--- src/rtl/ct_merge.sv ---
// ct_merge: packet-aware round-robin N-to-1 merge with grant locking for whole packets.
// Optional CT_MERGE_OREG_EN inserts a 2-entry output skid buffer (1-cycle latency).
module ct_merge #(
  parameter int NI = 2,
  parameter int WO = 1,
  parameter int WF = 1
) (
  input  logic             clk,
  input  logic             reset,
  input  logic [NI*WO-1:0] i_data,
  input  logic [NI-1:0]    i_valid,
  input  logic [NI-1:0]    i_eop,
  input  logic [NI*WF-1:0] i_flow,
  output logic [NI-1:0]    o_ready,
  output logic [WO-1:0]    o_data,
  output logic             o_valid,
  output logic             o_eop,
  output logic [WF-1:0]    o_flow,
  input  logic             i_ready
);

  localparam int RW = (NI > 1) ? $clog2(NI) : 1;

  typedef enum logic [1:0] {S_IDLE, S_HOLD, S_PKT} state_t;

  state_t          r_state;
  logic [RW-1:0]   r_rr_last;
  logic [RW-1:0]   r_g;

  logic [RW-1:0]   w_idx;
  logic [RW-1:0]   w_win;
  logic            w_any;
  logic [RW-1:0]   w_gnt;
  logic            w_gvld;
  logic            w_mvalid;
  logic [WO-1:0]   w_mdata;
  logic [WF-1:0]   w_mflow;
  logic            w_meop;
  logic            w_rdy_int;
  logic            w_xfer;

  // Descending scan so the input closest after rr_last is the last (winning) write.
  always_comb begin
    w_idx = '0;
    w_win = '0;
    w_any = 1'b0;
    for (int off = NI; off >= 1; off--) begin
      w_idx = RW'((int'(r_rr_last) + off) % NI);
      if (i_valid[w_idx]) begin
        w_win = w_idx;
        w_any = 1'b1;
      end
    end
  end

  assign w_gnt    = (r_state == S_IDLE) ? w_win : r_g;
  assign w_gvld   = ~reset & ((r_state == S_IDLE) ? w_any : 1'b1);
  assign w_mvalid = w_gvld & i_valid[w_gnt];
  assign w_xfer   = w_mvalid & w_rdy_int;

  always_comb begin
    w_mdata = '0;
    w_mflow = '0;
    w_meop  = 1'b0;
    o_ready = '0;
    for (int k = 0; k < NI; k++) begin
      if (w_gnt == RW'(k)) begin
        w_mdata    = i_data[WO*k +: WO];
        w_mflow    = i_flow[WF*k +: WF];
        w_meop     = i_eop[k];
        o_ready[k] = w_rdy_int & w_gvld;
      end
    end
  end

  always_ff @(posedge clk or posedge reset) begin
    if (reset) begin
      r_state   <= S_IDLE;
      r_rr_last <= RW'(NI - 1);
      r_g       <= '0;
    end else begin
      case (r_state)
        S_IDLE: begin
          if (w_any) begin
            r_g <= w_win;
            if (w_rdy_int) begin
              r_rr_last <= w_win;
              if (!w_meop) r_state <= S_PKT;
            end else begin
              r_state <= S_HOLD;
            end
          end
        end
        S_HOLD: begin
          if (w_xfer) begin
            r_rr_last <= r_g;
            r_state   <= w_meop ? S_IDLE : S_PKT;
          end
        end
        S_PKT: begin
          if (w_xfer && w_meop) r_state <= S_IDLE;
        end
        default: r_state <= S_IDLE;
      endcase
    end
  end

`ifdef CT_MERGE_OREG_EN
  localparam int BW = WO + WF + 1;

  logic [1:0]    r_cnt;
  logic [BW-1:0] r_b0;
  logic [BW-1:0] r_b1;
  logic [BW-1:0] w_mbeat;
  logic          w_pop;

  assign w_mbeat   = {w_mdata, w_mflow, w_meop};
  assign w_rdy_int = (r_cnt != 2'd2);
  assign w_pop     = (r_cnt != 2'd0) & i_ready;

  always_ff @(posedge clk or posedge reset) begin
    if (reset) begin
      r_cnt <= 2'd0;
    end else begin
      case ({w_xfer, w_pop})
        2'b10:   r_cnt <= r_cnt + 2'd1;
        2'b01:   r_cnt <= r_cnt - 2'd1;
        default: r_cnt <= r_cnt;
      endcase
    end
  end

  // Head entry refills from the mux when it would otherwise drain empty.
  always_ff @(posedge clk) begin
    if (w_xfer && (r_cnt == 2'd0 || (r_cnt == 2'd1 && w_pop))) r_b0 <= w_mbeat;
    else if (w_pop)                                             r_b0 <= r_b1;
    if (w_xfer) r_b1 <= w_mbeat;
  end

  assign o_valid = (r_cnt != 2'd0);
  assign o_data  = r_b0[BW-1 -: WO];
  assign o_flow  = r_b0[WF:1];
  assign o_eop   = o_valid & r_b0[0];
`else
  assign w_rdy_int = i_ready;
  assign o_valid   = w_mvalid;
  assign o_data    = w_mdata;
  assign o_flow    = w_mflow;
  assign o_eop     = w_mvalid & w_meop;
`endif

`ifndef SYNTHESIS
  a_hold_valid: assert property (@(posedge clk) disable iff (reset)
    (r_state == S_HOLD) |-> i_valid[r_g]);
`endif

endmodule

--- config.mk ---
export PLATFORM = sky130hd
export DESIGN_NAME = ct_merge
export DESIGN_NICKNAME = d
export VERILOG_FILES = /design/src/rtl/ct_merge.sv
export SDC_FILE = /design/constraint.sdc
export NUM_CORES = 1
export LEC_CHECK = 0
export CAP_MARGIN = 40
export CORE_MARGIN = 8
export CORE_UTILIZATION = 32
export DETAILED_ROUTE_END_ITERATION = 6
export GPL_ROUTABILITY_DRIVEN = 0
export REMOVE_ABC_BUFFERS = 1
export SYNTH_ARGS = -nofsm -noshare
export SYNTH_HDL_FRONTEND = slang
export SYNTH_SLANG_ARGS = --single-unit
--- constraint.sdc ---
create_clock -name clk -period 1.75 [get_ports clk]
set_clock_uncertainty 0.05 [all_clocks]
set_input_delay 0.35 -clock clk [delete_from_list [all_inputs] [get_ports clk]]
set_output_delay 0.35 -clock clk [all_outputs]
set_load 0.05 [all_outputs]
==> impl_metrics.csv <==
group,metric,value,unit
place,portBuffers,16,
clock_network,cts-buffers-inserted,3,
power_and_ir_drop,p_sw,0.6449,mW
timing,hold_viol,0,
drt,vias,577,
die,start_util,0.3394,
timing,report.final.slew_viol_count,0,
timing,max_slew.worst_pin.slew,0.2514,ns
drt,via_per_inst,5.343,
finish,postLayoutCellArea,912.1,um^2
global_routing,grt_pass1_vias,602,
timing,setup_ws,-0.2434,ns
yosys,yosysWarnings,0,
finish,syn_to_final_growth,106.5,%
die,dieArea,0.002825,mm^2
setup_path,reg2reg_depth,6,
global_routing,grt_max_degree,8,
die,ios,17,
clock_network,clock_sinks,4,
die,die_x,53.15,um
timing,rsz0062_at_grt,"yes",
drt,wl_per_cell,14.96,um
clock_network,htreeDepth,1,
power_and_ir_drop,power_density,1624,mW/mm^2
finish,drive_above_1_share,0.5484,
setup_path,slowest_delay,0.43,ns
power_and_ir_drop,p_seq_frac,0.147,
global_routing,grt_pass1_wl,2725,um
clock_network,clkLatencyLatePin,0.25,ns
global_routing,grt.overflow.total,0,
die,rows,13,
setup_path,critical_path.cell_chain,"o21a_1 > a21oi_4 > mux2_4 > buf_12",
power_and_ir_drop,power_frac_clock,0.093,
yosys,synth_edf_count,0,
timing,hold_ws,0.1152,ns
finish,nets,105,
power_and_ir_drop,irDropWorstVdd,0.9903,mV
finish,multiInputGateArea,352.8,um^2
finish,final_cell_mix,"buf_4, clkdlybuf4s50_1, buf_12, inv_1, dlygate4sd2_1",
status,status,"finished, violations left",
yosys,synth-seq-cells,4,
setup_path,timing.rr.end,"r_rr_last",
finish,post-route-util,0.7010,
finish,fill_cells,115,
place,placed_cell_area,805.8,um^2
global_routing,grt_antenna_before_repair,0,
clock_network,cts_buffer_depth,2,
yosys,yosys.area.top_type,"dfrtp_1",
setup_path,crit_type,"reg2out",
setup_path,end_kind,"primary output",
power_and_ir_drop,p_int,0.8359,mW
timing,max_freq,501.7,MHz
yosys,avgSynthCellArea,8.494,um^2
power_and_ir_drop,swShare,0.4355,
drt,firstDrtPassIters,4,
drt,drc_errors,0,
global_routing,grt_use_total,0.1300,
power_and_ir_drop,p_comb_frac,0.760,
yosys,syn_area,441.7,um^2
yosys,netlist_instances,52,
setup_path,r2r_slack,0.04,ns
job,drv_cap,0,
clock_network,path_clk_slew,0.04,ns
clock_network,cts-root-buf,"clkbuf_4",
yosys,synthArstFlopShare,1.000,
timing,maxSlewHeadroom,0.8276,
yosys,synth_flop_cell,"dfrtp_1",
place,place_hpwl,1223,um
die,core_area,0.001301,mm^2
clock_network,cts_tree,"yes",
setup_path,cpMaxStageDelayCell,"dfrtp_2",
finish,antennaDiodeCount,0,
timing,finalCriticalPeriod,1.993,ns
drt,routed_wl,1616,um
setup_path,start_kind,"flop",
yosys,yosysTopAreaCellShare,0.1700,
yosys,synth_area_leaders,"dfrtp_1, dfstp_2, mux2_2, a21oi_1, o21ai_0",
drt,antenna_left,0,
setup_path,cp.arrival,1.59,ns
finish,layout_commonest_cell,"buf_4",
setup_path,required,1.35,ns
status,violations,"negative setup slack",
timing,period_share,1.139,
yosys,synth_cell_types,33,
finish,regArea,103.9,um^2
min_path,hold_class,"in2async",
drt,first_iter_violations,13,
yosys,ys_seq_area_frac,0.2295,
timing,setup_viol,6,
setup_path,r2r_start,"r_state[0]",
setup_path,worst-path-max-fanout,4,
die,die_h,53.15,um
power_and_ir_drop,power_leakage,0.4074,nW
power by group through the flow:
stage | combinational, mW | sequential (mW) | clock, mW
after global routing | 1.20 | 0.223 | 0.149
final | 1.13 | 0.217 | 0.138
after CTS | 1.10 | 0.213 | 0.140
after global placement | 0.935 | 0.213 | 0
after detailed placement | 0.944 | 0.216 | 0
after floorplan | 0.436 | 0.230 | 0
flip-flops by register name, indices dropped and copies added, names as in the netlist:
signal and cells:
r_g 1, r_rr_last 1, r_state 2
cell families after synthesis:
group,share of synthesized area
muxes,0.07365
and+or+nand+nor,0.2323
AOI/OAI and AO/OA,0.3655
buffers and inverters,0.09915
DFF,0.2295
synth_stat cells (2+ instances only):
library cell,n
inv_1,5
a21oi_1,4
o21ai_0,4
dfrtp_1,3
nor2_1,3
a32oi_1,2
mux2_2,2
nand2_1,2
nor3b_1,2
o221ai_1,2
area by class of cell:
cell class              instances  share of cell area
clock buffers                   4             0.02881
inverters                       5             0.02058
multi-input cells              41              0.3868
flip-flops and latches          4              0.1139
well taps                      15             0.02058
repair buffers                 39              0.4294
worst max-delay path: cells and delay by family (launching register included):
| kind | cells | cell delay, ns |
|---|---|---|
| flip-flops | 1 | 0.43 |
| AO/OA/AOI/OAI | 2 | 0.42 |
| multiplexers | 1 | 0.34 |
| buffers and inverters | 1 | 0.15 |
repair_timing:
item                                    4_1_cts  5_1_grt
setup buffers                                 4        0
endpoints found under the setup margin        6        9
hold buffers                                  0        0
pin swaps                                     5        2
resized for setup                            18        4
hold endpoints to repair                      0        0
per-layer routing:
| metal | part of all wire | global-route usage | up-vias |
|---|---|---|---|
| met3 | 0.078 | 0.06162 | 4 |
| met4 | 0.019 | 0.06303 | 0 |
| li1 | - | - | 279 |
| met2 | 0.50 | 0.2090 | 19 |
| met1 | 0.40 | 0.1397 | 275 |
| met5 | 0 | 0 | - |
how the worst max path moves through the flow:
| stage | startpoint | to | slack [ns] |
|---|---|---|---|
| 6_report | r_state[0] | o_flow | -0.24 |
| 5_1_grt | r_state[1] | o_flow | -0.29 |
| 4_1_cts | r_state[0] | o_flow | -0.25 |
| 3_5_place_dp | i_valid[1] | o_flow | -0.55 |
| 3_3_place_gp | i_valid[1] | o_flow | -0.53 |
| 2_1_floorplan | r_state[1] | o_eop | -1.54 |
through the flow:
step | power (mW) | setup slack, ns | setup TNS [ns] | std cells
floorplan | 0.6653 | -1.542 | -2.352 | 50
global placement | 1.148 | -0.5344 | -3.126 | 101
detailed placement | 1.160 | -0.5538 | -3.230 | 101
CTS | 1.450 | -0.2540 | -1.128 | 108
global route | 1.575 | -0.2918 | -1.384 | 108
finish | 1.481 | -0.2434 | -1.042 | 108
No activity file was read; power rests on OpenSTA's default activity.
